$ cat src/rtl/conv_inst_sequencer_pkg.sv
// Shared definitions for the convolution instruction sequencer: inst bit map, FSM states, default geometry.
package conv_seq_pkg;

  localparam int INST_W         = 64;
  localparam int INST_LOAD      = 0;
  localparam int INST_EXECUTE   = 1;
  localparam int INST_L0_WR     = 2;
  localparam int INST_L0_RD     = 3;
  localparam int INST_IFIFO_RD  = 4;
  localparam int INST_IFIFO_WR  = 5;
  localparam int INST_OFIFO_RD  = 6;
  localparam int INST_AXMEM_LSB = 7;
  localparam int INST_WEN_XMEM  = 18;
  localparam int INST_CEN_XMEM  = 19;
  localparam int INST_APMEM_LSB = 20;
  localparam int INST_WEN_PMEM  = 31;
  localparam int INST_CEN_PMEM  = 32;
  localparam int INST_ACC       = 33;
  localparam int INST_SFU       = 34;
  localparam int INST_REN_PMEM  = 35;
  localparam int INST_DEBUG     = 63;

  localparam int DEF_ROW  = 8;
  localparam int DEF_COL  = 8;
  localparam int DEF_IN_W = 6;
  localparam int DEF_K    = 3;

  localparam int NIJ  = DEF_IN_W * DEF_IN_W;
  localparam int NKIJ = DEF_K * DEF_K;
  localparam int O_W  = DEF_IN_W - DEF_K + 1;
  localparam int ONIJ = O_W * O_W;

  typedef enum logic [2:0] {
    S_IDLE,
    S_WFILL,
    S_WLOAD,
    S_SETTLE,
    S_STREAM,
    S_DRAIN,
    S_DONE
  } state_t;

  // Both SRAMs deselected, xmem write-enable parked inactive.
  function automatic logic [INST_W-1:0] idle_inst();
    logic [INST_W-1:0] w;
    w                = '0;
    w[INST_WEN_XMEM] = 1'b1;
    w[INST_CEN_XMEM] = 1'b1;
    w[INST_CEN_PMEM] = 1'b1;
    return w;
  endfunction

endpackage

$ cat src/rtl/conv_inst_sequencer_if.sv
// Control/status bundle between the sequencer and its host: start/ofifo_valid in, inst word and status out.
interface conv_inst_sequencer_if #(
  parameter int KIJ_W = 4
);
  logic             start;
  logic             ofifo_valid;
  logic [63:0]      inst;
  logic             busy;
  logic             done;
  logic             err_timeout;
  logic [KIJ_W-1:0] kij_idx;

  modport master (
    input  start, ofifo_valid,
    output inst, busy, done, err_timeout, kij_idx
  );

  modport slave (
    output start, ofifo_valid,
    input  inst, busy, done, err_timeout, kij_idx
  );
endinterface

$ cat src/rtl/conv_inst_sequencer_onij.sv
// Output-pixel address generator: walks nij incrementally and maps it to onij for the current kernel offset.
module onij_addr_gen #(
  parameter int IN_W   = 6,
  parameter int K      = 3,
  parameter int ADDR_W = 11
) (
  input  logic              clk,
  input  logic              reset,
  input  logic              init,
  input  logic              next_kij,
  input  logic              adv,
  output logic              valid,
  output logic [ADDR_W-1:0] addr
);
  localparam int O_W_L = IN_W - K + 1;
  localparam int CW    = $clog2(IN_W) + 1;

  logic [CW-1:0] nx, ny, kx, ky, ox, oy;

  always_ff @(posedge clk or negedge reset) begin
    if (!reset) begin
      nx <= '0;
      ny <= '0;
      kx <= '0;
      ky <= '0;
    end else if (init) begin
      nx <= '0;
      ny <= '0;
      kx <= '0;
      ky <= '0;
    end else if (next_kij) begin
      nx <= '0;
      ny <= '0;
      if (kx == CW'(K - 1)) begin
        kx <= '0;
        ky <= ky + 1'b1;
      end else begin
        kx <= kx + 1'b1;
      end
    end else if (adv) begin
      if (nx == CW'(IN_W - 1)) begin
        nx <= '0;
        ny <= ny + 1'b1;
      end else begin
        nx <= nx + 1'b1;
      end
    end
  end

  // Rows whose shifted position falls outside the output map are discarded.
  always_comb begin
    ox    = nx - kx;
    oy    = ny - ky;
    valid = (nx >= kx) && (ny >= ky) && (ox < CW'(O_W_L)) && (oy < CW'(O_W_L));
    addr  = ADDR_W'(oy) * ADDR_W'(O_W_L) + ADDR_W'(ox);
  end
endmodule

$ cat src/rtl/conv_inst_sequencer.sv
// Generates the per-kernel-position core instruction stream: weight fill/load, settle, stream, OFIFO drain.
module conv_inst_sequencer
  import conv_seq_pkg::*;
#(
  parameter int ROW       = DEF_ROW,
  parameter int COL       = DEF_COL,
  parameter int IN_W      = DEF_IN_W,
  parameter int K         = DEF_K,
  parameter int ADDR_W    = 11,
  parameter int WGT_BASE  = 1024,
  parameter int GAP       = 10,
  parameter int DRAIN_MAX = 64
) (
  input  logic                   clk,
  input  logic                   reset,
  conv_inst_sequencer_if.master  bus
);
  localparam int NIJ_L  = IN_W * IN_W;
  localparam int NKIJ_L = K * K;
  localparam int KIJ_W  = $clog2(NKIJ_L);
  localparam int CNT_W  = 16;

  state_t             state, state_nxt;
  logic [CNT_W-1:0]   cnt, cnt_nxt, drained, drained_nxt;
  logic [KIJ_W-1:0]   kij, kij_nxt;
  logic [INST_W-1:0]  inst_q, inst_d;
  logic               busy_q, done_q, err_q, err_d;
  logic               rd, run_start, kij_next, pm_valid;
  logic [ADDR_W-1:0]  pm_addr, fill_col;

  onij_addr_gen #(.IN_W(IN_W), .K(K), .ADDR_W(ADDR_W)) u_onij (
    .clk      (clk),
    .reset    (reset),
    .init     (run_start),
    .next_kij (kij_next),
    .adv      (rd),
    .valid    (pm_valid),
    .addr     (pm_addr)
  );

  always_ff @(posedge clk or negedge reset) begin
    if (!reset) begin
      state   <= S_IDLE;
      cnt     <= '0;
      drained <= '0;
      kij     <= '0;
      inst_q  <= idle_inst();
      busy_q  <= 1'b0;
      done_q  <= 1'b0;
      err_q   <= 1'b0;
    end else begin
      state   <= state_nxt;
      cnt     <= cnt_nxt;
      drained <= drained_nxt;
      kij     <= kij_nxt;
      inst_q  <= inst_d;
      busy_q  <= (state_nxt != S_IDLE);
      done_q  <= (state == S_DONE);
      err_q   <= err_d;
    end
  end

  always_comb begin
    state_nxt   = state;
    cnt_nxt     = cnt + 1'b1;
    drained_nxt = drained;
    kij_nxt     = kij;
    err_d       = err_q;
    run_start   = 1'b0;
    kij_next    = 1'b0;
    inst_d      = idle_inst();
    fill_col    = (cnt < CNT_W'(COL)) ? cnt[ADDR_W-1:0] : ADDR_W'(COL - 1);

    // OFIFO drain overlays whatever the streaming phase is issuing.
    rd = ((state == S_STREAM) || (state == S_DRAIN)) && bus.ofifo_valid
         && (drained < CNT_W'(NIJ_L));
    if (rd) begin
      drained_nxt           = drained + 1'b1;
      inst_d[INST_OFIFO_RD] = 1'b1;
      inst_d[INST_ACC]      = (kij != '0);
      inst_d[INST_SFU]      = (kij == '0);
      if (pm_valid) begin
        inst_d[INST_CEN_PMEM]                 = 1'b0;
        inst_d[INST_WEN_PMEM]                 = 1'b1;
        inst_d[INST_APMEM_LSB +: ADDR_W]      = pm_addr;
      end
    end

    case (state)
      S_IDLE: begin
        cnt_nxt = '0;
        if (bus.start) begin
          state_nxt   = S_WFILL;
          kij_nxt     = '0;
          drained_nxt = '0;
          err_d       = 1'b0;
          run_start   = 1'b1;
        end
      end
      S_WFILL: begin
        inst_d[INST_CEN_XMEM]            = 1'b0;
        inst_d[INST_AXMEM_LSB +: ADDR_W] = ADDR_W'(WGT_BASE) + ADDR_W'(kij) * ADDR_W'(COL) + fill_col;
        inst_d[INST_L0_WR]               = (cnt != '0);
        if (cnt == CNT_W'(COL)) begin
          state_nxt = S_WLOAD;
          cnt_nxt   = '0;
        end
      end
      S_WLOAD: begin
        inst_d[INST_L0_RD] = 1'b1;
        inst_d[INST_LOAD]  = (cnt != '0);
        if (cnt == CNT_W'(COL + ROW)) begin
          state_nxt = S_SETTLE;
          cnt_nxt   = '0;
        end
      end
      S_SETTLE: begin
        if (cnt == CNT_W'(GAP - 1)) begin
          state_nxt = S_STREAM;
          cnt_nxt   = '0;
        end
      end
      S_STREAM: begin
        inst_d[INST_CEN_XMEM]            = 1'b0;
        inst_d[INST_AXMEM_LSB +: ADDR_W] = cnt[ADDR_W-1:0];
        inst_d[INST_L0_WR]               = 1'b1;
        inst_d[INST_L0_RD]               = 1'b1;
        inst_d[INST_EXECUTE]             = 1'b1;
        if (cnt == CNT_W'(NIJ_L - 1)) begin
          state_nxt = S_DRAIN;
          cnt_nxt   = '0;
        end
      end
      S_DRAIN: begin
        if ((drained_nxt == CNT_W'(NIJ_L)) || (cnt == CNT_W'(DRAIN_MAX - 1))) begin
          if (drained_nxt != CNT_W'(NIJ_L)) begin
            err_d = 1'b1;
          end
          cnt_nxt     = '0;
          drained_nxt = '0;
          if (kij == KIJ_W'(NKIJ_L - 1)) begin
            state_nxt = S_DONE;
          end else begin
            state_nxt = S_WFILL;
            kij_nxt   = kij + 1'b1;
            kij_next  = 1'b1;
          end
        end
      end
      S_DONE: begin
        state_nxt = S_IDLE;
        cnt_nxt   = '0;
        kij_nxt   = '0;
      end
      default: begin
        state_nxt = S_IDLE;
        cnt_nxt   = '0;
      end
    endcase
  end

  assign bus.inst        = inst_q;
  assign bus.busy        = busy_q;
  assign bus.done        = done_q;
  assign bus.err_timeout = err_q;
  assign bus.kij_idx     = kij;
endmodule

$ cat src/flat_wrapper.sv
// flat-port wrapper written by rule: the top's interface ports become plain ports
module conv_inst_sequencer_flat import conv_seq_pkg::*;
#(
  parameter int ROW       = DEF_ROW,
  parameter int COL       = DEF_COL,
  parameter int IN_W      = DEF_IN_W,
  parameter int K         = DEF_K,
  parameter int ADDR_W    = 11,
  parameter int WGT_BASE  = 1024,
  parameter int GAP       = 10,
  parameter int DRAIN_MAX = 64
)
  (clk, reset, bus_start, bus_ofifo_valid, bus_inst, bus_busy, bus_done, bus_err_timeout, bus_kij_idx);
  conv_inst_sequencer_if #(.KIJ_W(4)) bus_i ();
  input  logic clk;
  input  logic reset;
  input wire logic [$bits(bus_i.start)-1:0] bus_start;
  input wire logic [$bits(bus_i.ofifo_valid)-1:0] bus_ofifo_valid;
  output wire logic [$bits(bus_i.inst)-1:0] bus_inst;
  output wire logic [$bits(bus_i.busy)-1:0] bus_busy;
  output wire logic [$bits(bus_i.done)-1:0] bus_done;
  output wire logic [$bits(bus_i.err_timeout)-1:0] bus_err_timeout;
  output wire logic [$bits(bus_i.kij_idx)-1:0] bus_kij_idx;
  assign bus_i.start = bus_start;
  assign bus_i.ofifo_valid = bus_ofifo_valid;
  assign bus_inst = bus_i.inst;
  assign bus_busy = bus_i.busy;
  assign bus_done = bus_i.done;
  assign bus_err_timeout = bus_i.err_timeout;
  assign bus_kij_idx = bus_i.kij_idx;
  conv_inst_sequencer #(.ROW(ROW), .COL(COL), .IN_W(IN_W), .K(K), .ADDR_W(ADDR_W), .WGT_BASE(WGT_BASE), .GAP(GAP), .DRAIN_MAX(DRAIN_MAX)) u_core (.clk(clk), .reset(reset), .bus(bus_i));
endmodule
$ cat config.mk
export PLATFORM = sky130hd
export DESIGN_NAME = conv_inst_sequencer_flat
export DESIGN_NICKNAME = d
export VERILOG_FILES = /design/src/rtl/conv_inst_sequencer_pkg.sv /design/src/rtl/conv_inst_sequencer_if.sv /design/src/rtl/conv_inst_sequencer_onij.sv /design/src/rtl/conv_inst_sequencer.sv /design/src/flat_wrapper.sv
export SDC_FILE = /design/constraint.sdc
export NUM_CORES = 1
export LEC_CHECK = 0
export CORE_MARGIN = 2
export CORE_UTILIZATION = 58
export CTS_CLUSTER_DIAMETER = 60
export CTS_CLUSTER_SIZE = 8
export DETAILED_ROUTE_END_ITERATION = 10
export PLACE_DENSITY = 0.85
export SETUP_SLACK_MARGIN = 0.1
export SKIP_LAST_GASP = 1
export SYNTH_ARGS = -nofsm -noshare
export SYNTH_HDL_FRONTEND = slang
export SYNTH_SLANG_ARGS = --single-unit
$ cat constraint.sdc
create_clock -name clk -period 5.67 [get_ports clk]
set_clock_uncertainty 0.2 [all_clocks]
set_input_delay 0.567 -clock clk [delete_from_list [all_inputs] [get_ports clk]]
set_output_delay 0.567 -clock clk [all_outputs]
set_load 0.02 [all_outputs]
==> impl_metrics.py, run 1 <==
metrics = {
    "sta": {
        "fmax_mhz": 277,
        "slew_headroom_pct": 20.9,
        "grt_setup_unrepaired": "no",
        "setup_viol": 0,
        "timing.setup.tns_ps": 0,
        "slew_violations": 0,
        "fin_crit_sh_pct": 63.7,
        "finalHoldViolations": 0,
        "period_needed_ps": 3610,
        "whs_ps": 178,
        "worstMarginPinSlew_ps": 1170,
    },
    "global_route": {
        "grt_pass1_vias": 3352,
        "grt_overflow": 0,
        "grt_max_degree": 87,
        "antenna_found_initial": 0,
        "grt_pass1_wl_um": 15800,
        "grtUsageTotal_pct": 22.9,
    },
    "min_path": {
        "min-delay-path-class": "in2async",
    },
    "critical_path": {
        "path_max_fanout": 20,
        "reg2reg_to": "u_core.drained[3]",
        "critPathLaunchType": "flop",
        "rrSetupSlack_ps": 2060,
        "critPathCaptureType": "flop",
        "critPathKind": "reg2reg",
        "crit_required_ps": 5750,
        "rr_startpoint": "u_core.state[1]",
        "arrival_ps": 3690,
        "r2r_cells": 7,
    },
    "logic_synthesis": {
        "avgSynthCellArea_um2": 9.61,
        "synth-edff-count": 0,
        "yosys_warnings": 0,
        "ys_top_cells_by_area": "dfrtp_1 45%, ha_1 6.1%, buf_4 5.8%, nor2_1 5.3%, xnor2_1 3.2%",
        "synth_flop_cell": "dfrtp_1",
        "yosysTopAreaCell": "dfrtp_1",
        "synth_top_cell_area_share_pct": 44.8,
        "netlist_area_um2": 4700,
        "synth_seq_area_share_pct": 45.9,
        "syn_inst": 489,
        "synth_seq_cells": 86,
        "synthArstFlopShare_pct": 100,
        "synth_cell_type_count": 50,
    },
    "die": {
        "start_util_pct": 60.5,
        "rows": 32,
        "ios": 75,
        "die_area_um2": 8830,
        "die_w_um": 94.0,
        "die_height_um": 94.0,
        "core_um2": 7770,
    },
    "power": {
        "power_density_nw_per_um2": 339,
        "p_leak_nw": 2.51,
        "ir_worst_vdd_mv": 0.210,
        "power_mw": 1.79,
    },
    "clock_tree": {
        "cts_resized": 0,
        "cts_tree": "done",
        "post_cts_buffers": 0,
        "cts_max_level": 3,
        "cts-root-buf": "clkbuf_8",
        "worstSkewPairLatency_ps": 360,
        "cts.sinks": 86,
        "ctsHoldBuffers": 0,
        "clockBufferDepth": 2,
        "cts_buffers": 9,
        "path_clk_slew_ps": 90,
    },
    "routing": {
        "ant_nets": 0,
        "drc_errors": 0,
        "num_vias": 3504,
        "wl_um": 9530,
        "dr.first_iter.drc_count": 274,
        "viasPerCell": 5.53,
        "drt_pre_antenna_iters": 5,
        "wl_per_cell_um": 15.0,
    },
    "final_layout": {
        "drive_gt1_share_pct": 4.51,
        "fin_nets": 558,
        "syn_to_final_growth_pct": 12.3,
        "n_antenna_cell": 0,
    },
    "job": {
        "cap_viol_max_count": 0,
    },
    "placed_design": {
        "place_hpwl_um": 6810,
        "place.gp.congestion": 0.850,
        "port_buffers": 38,
    },
    "outcome": {
        "status": "complete, no violations",
    },
}
per-stage QoR:
step           setup WS, ps  std cells  utilization (%)  instance area (um2)
6_report               2060        634             67.9                 5270
5_1_grt                1710        634             67.9                 5270
4_1_cts                2140        634             67.9                 5270
3_5_place_dp           1900        618             64.7                 5030
3_3_place_gp           2040        618             64.7                 5030
2_1_floorplan          2980        530                -                 4850
layout by cell type (no fill, tap or decap), types with 16 or more instances in the layout:
cell type,count
a21oi_1,26
inv_1,23
conb_1,43
dfrtp_1,84
clkdlybuf4s50_1,37
xnor2_1,17
nor2_1,66
nand3_1,16
ha_1,23
and3_1,22
nand2_1,27
layout make-up:
| class | instances | area, um2 |
|---|---|---|
| fill | 611 | 2490 |
| sequential | 86 | 2150 |
| tap | 102 | 128 |
| multi-input combinational | 368 | 2280 |
| clock buffer | 11 | 141 |
| clock inverter | 5 | 106 |
| inverter | 24 | 90.1 |
| timing repair buffer | 38 | 378 |
layer usage:
| layer | share of wire, % | GRT usage, % | up-vias |
|---|---|---|---|
| met5 | 0 | 0 | - |
| met4 | 1.2 | 5.92 | 0 |
| met3 | 5.5 | 4.98 | 15 |
| met2 | 50 | 38.0 | 125 |
| met1 | 43 | 30.6 | 1700 |
| li1 | - | - | 1664 |
registers in the layout, summed over array words and instances (netlist names):
register	cells
u_core.drained	16
u_core.bus.kij_idx	4
u_core.u_onij.ny	4
u_core.u_onij.ky	4
u_core.bus.done	1
u_core.bus.err_timeout	1
u_core.u_onij.nx	4
u_core.bus.busy	1
u_core.cnt	16
u_core.state	3
u_core.u_onij.kx	4
u_core.bus.inst	28
synthesized netlist by cell type, types with 6 or more instances:
| master | count |
|---|---|
| nor2b_1 | 7 |
| a22oi_1 | 6 |
| and2_1 | 7 |
| buf_4 | 36 |
| a21o_1 | 9 |
| and3_1 | 22 |
| o21ai_0 | 14 |
| xor2_1 | 15 |
| nand2b_1 | 7 |
| nand3_1 | 16 |
| nand4_1 | 6 |
| dfrtp_1 | 84 |
| ha_1 | 23 |
| a21oi_1 | 26 |
| xnor2_1 | 17 |
| inv_1 | 23 |
| nor2_1 | 66 |
| clkbuf_1 | 15 |
| nand2_1 | 27 |
| nor3_1 | 8 |
kinds of logic after synthesis:
logic type / share of synthesized area, %
AND/OR/NAND/NOR: 19.4
flip-flops: 45.9
AO/OA/AOI/OAI: 11.2
buffers and inverters: 8.95
XOR/XNOR: 5.97
adder cells (fa/ha/maj): 7.83
multiplexers: 0.639
other: 0.160
where the power goes:
part	internal (mW)	total (mW)	leakage [nW]	switching, mW
combinational	0.194	0.495	1.23	0.301
clock	0.306	0.518	0.120	0.212
sequential	0.689	0.777	1.16	0.0883
critical path, cell delays in order (launching register included):
cell and delay (ps):
dfrtp_1 630, nand3b_1 340, or2_0 280, o21ai_0 370, a2111oi_4 200, o21ai_0 950
nand2_1 360, nor2_1 210
how the worst max path moves through the flow:
| stage | start | to | slack [ps] |
|---|---|---|---|
| final | u_core.state[1] | u_core.drained[3] | 2060 |
| after global routing | u_core.state[1] | u_core.drained[1] | 1710 |
| after CTS | u_core.state[1] | u_core.drained[3] | 2140 |
| after detailed placement | bus_ofifo_valid | u_core.drained[1] | 1900 |
| after global placement | bus_ofifo_valid | u_core.drained[1] | 2040 |
| after floorplan | u_core.drained[4] | u_core.drained[10] | 2980 |
Note: power is estimated with default switching activity, not from simulation.
==> run 2, diff against run 1 <==
--- a/config.mk
+++ b/config.mk
@@ -6,11 +6,11 @@
 export NUM_CORES = 1
 export LEC_CHECK = 0
 export CORE_MARGIN = 2
-export CORE_UTILIZATION = 58
+export CORE_UTILIZATION = 54
 export CTS_CLUSTER_DIAMETER = 60
 export CTS_CLUSTER_SIZE = 8
 export DETAILED_ROUTE_END_ITERATION = 10
-export PLACE_DENSITY = 0.85
+export PLACE_DENSITY = 0.8
 export SETUP_SLACK_MARGIN = 0.1
 export SKIP_LAST_GASP = 1
 export SYNTH_ARGS = -nofsm -noshare
==> constraint.sdc (replaced) <==
create_clock -name clk -period 3.5 [get_ports clk]
set_clock_uncertainty 0.2 [all_clocks]
set_input_delay 0.35 -clock clk [delete_from_list [all_inputs] [get_ports clk]]
set_output_delay 0.35 -clock clk [all_outputs]
set_load 0.02 [all_outputs]
==> run 2 against run 1 <==
  * The run now ends with hold timing left
  * Hold slack worse by 220 ps
  * Die area up 7.1%
  * Sequential share of layout area about the same
  * Critical path depth grew 1
  * Sequential cell count unchanged
  * Critical path type unchanged
==> impl_metrics.py, run 2 (same netlist as run 1, synthesis figures left out) <==
metrics = {
    "outcome": {
        "status": "complete, but fails checks",
        "violations": "hold timing",
    },
    "final_layout": {
        "layout_commonest_cell": "dfrtp_1",
        "n_antenna_cell": 0,
        "final_cells": 646,
        "drive_gt1_share_pct": 5.58,
        "final_cell_mix": "84 x dfrtp_1, 66 x nor2_1, 43 x conb_1",
        "fin_nets": 564,
        "largest_reg_flops": 28,
        "syn_to_final_growth_pct": 12.4,
    },
    "critical_path": {
        "cpMaxStageDelayCell": "a2111o_1",
        "reg2reg_to": "u_core.u_onij.kx[3]",
        "crit_required_ps": 3580,
        "arrival_ps": 3030,
        "rrSetupSlack_ps": 540,
        "r2r_cells": 8,
        "critPathLaunchType": "flop",
        "critPathCaptureType": "flop",
        "crit_chain": "o31a_1 > or2_0 > a2111o_1 > a2111oi_4 > buf_4 > o2111ai_2 > or3_1 > a21oi_1",
        "max_stage_delay_ps": 480,
        "path_max_fanout": 6,
        "rr_startpoint": "u_core.drained[4]",
        "critPathKind": "reg2reg",
    },
    "placed_design": {
        "place_hpwl_um": 6980,
        "port_buffers": 38,
        "place.gp.congestion": 0.873,
        "dpl.cell_count": 630,
    },
    "global_route": {
        "grt_pass1_wl_um": 15900,
        "grt_overflow": 0,
        "antenna_found_initial": 0,
        "grt_max_degree": 87,
        "grt_pass1_vias": 3322,
        "grtUsageTotal_pct": 20.7,
    },
    "routing": {
        "num_vias": 3463,
        "wl_um": 9540,
        "wl_per_cell_um": 14.8,
        "viasPerCell": 5.36,
        "dr.first_iter.drc_count": 218,
        "ant_nets": 0,
        "drc_errors": 0,
        "drt_pre_antenna_iters": 5,
    },
    "clock_tree": {
        "clockBufferDepth": 2,
        "worstSkewPairLatency_ps": 360,
        "post_cts_buffers": 0,
        "cts_resized": 0,
        "ctsHoldBuffers": 0,
        "cts-root-buf": "clkbuf_8",
        "cts_max_level": 3,
        "cts_buffers": 9,
        "path_clk_slew_ps": 90,
        "cts.sinks": 86,
        "cts_tree": "done",
    },
    "sta": {
        "timing.setup.tns_ps": 0,
        "slew_violations": 0,
        "fin_crit_sh_pct": 84.5,
        "whs_ps": -45.5,
        "worstMarginPinSlew_ps": 1060,
        "grt_setup_unrepaired": "no",
        "period_needed_ps": 2960,
        "slew_headroom_pct": 29.6,
        "setup_viol": 0,
        "fmax_mhz": 338,
        "finalHoldViolations": 38,
    },
    "die": {
        "rows": 34,
        "start_util_pct": 54.7,
        "die_area_um2": 9460,
        "die_height_um": 97.3,
        "die_w_um": 97.3,
        "core_um2": 8590,
        "ios": 75,
    },
    "min_path": {
        "min-delay-path-class": "in2async",
    },
    "power": {
        "p_leak_nw": 2.51,
        "ir_worst_vdd_mv": 0.416,
        "power_density_nw_per_um2": 525,
    },
    "job": {
        "cap_viol_max_count": 0,
    },
}
[run 2: changes by cell type in the layout (fill, tap and decap cells not counted), sizes merged]
cell / previous run / this run
clkbuf: 11 / 10
clkinv: 2 / 3
bufinv: 3 / 1
inv: 23 / 24
clkinvlp: 1 / 2
buf: 1 / 7
[run 2: final cells by class]
cell class                 instances  area, um2
tap                              108        135
multi-input combinational        368       2280
clock inverter                     6       71.3
inverter                          24       90.1
timing repair buffer              44        423
clock buffer                      10        128
fill                             710       3320
sequential                        86       2150
[run 2: worst max-delay path by stage]
stage	from	depth (start not counted)	slack, ps	end
2_1_floorplan	u_core.drained[4]	7	810	u_core.drained[10]
3_3_place_gp	bus_ofifo_valid	9	450	u_core.u_onij.kx[3]
3_5_place_dp	bus_ofifo_valid	9	320	u_core.u_onij.kx[3]
4_1_cts	u_core.drained[4]	8	570	u_core.u_onij.kx[3]
5_1_grt	u_core.drained[15]	7	280	u_core.bus.kij_idx[1]
6_report	u_core.drained[4]	8	540	u_core.u_onij.kx[3]
[run 2: routing by layer]
| metal | track usage, % | part of all wire [%] | vias to the layer above |
|---|---|---|---|
| met5 | 0 | 0 | - |
| met4 | 7.59 | 2.1 | 0 |
| met3 | 4.10 | 4.6 | 23 |
| met2 | 33.5 | 49 | 116 |
| met1 | 27.8 | 45 | 1648 |
| li1 | - | - | 1676 |
[run 2: where the power goes]
part / internal [mW] / switching (mW) / leakage [nW] / total (mW)
Clock: 0.335 / 0.366 / 0.0931 / 0.701
Sequential: 1.12 / 0.110 / 1.16 / 1.23
Combinational: 0.326 / 0.518 / 1.26 / 0.844
[run 2: per-stage QoR]
step           hold slack, ps  worst slack [ps]  util (%)  total power [mW]  cell area, um2
2_1_floorplan            -146               815         -              1.82            4850
3_3_place_gp              293               452      59.1              2.07            5080
3_5_place_dp              299               318      59.1              2.08            5080
4_1_cts                  23.1               568      61.4              2.78            5280
5_1_grt                  41.1               284      61.4              2.92            5280
6_report                -45.5               544      61.4              2.77            5280
[run 2: critical path: cells and delay by family, from the launching register on]
kind / cells / cell delay, ps
simple gates: 2 / 580
buf+inv: 1 / 220
compound gates: 5 / 1440
flops: 1 / 450
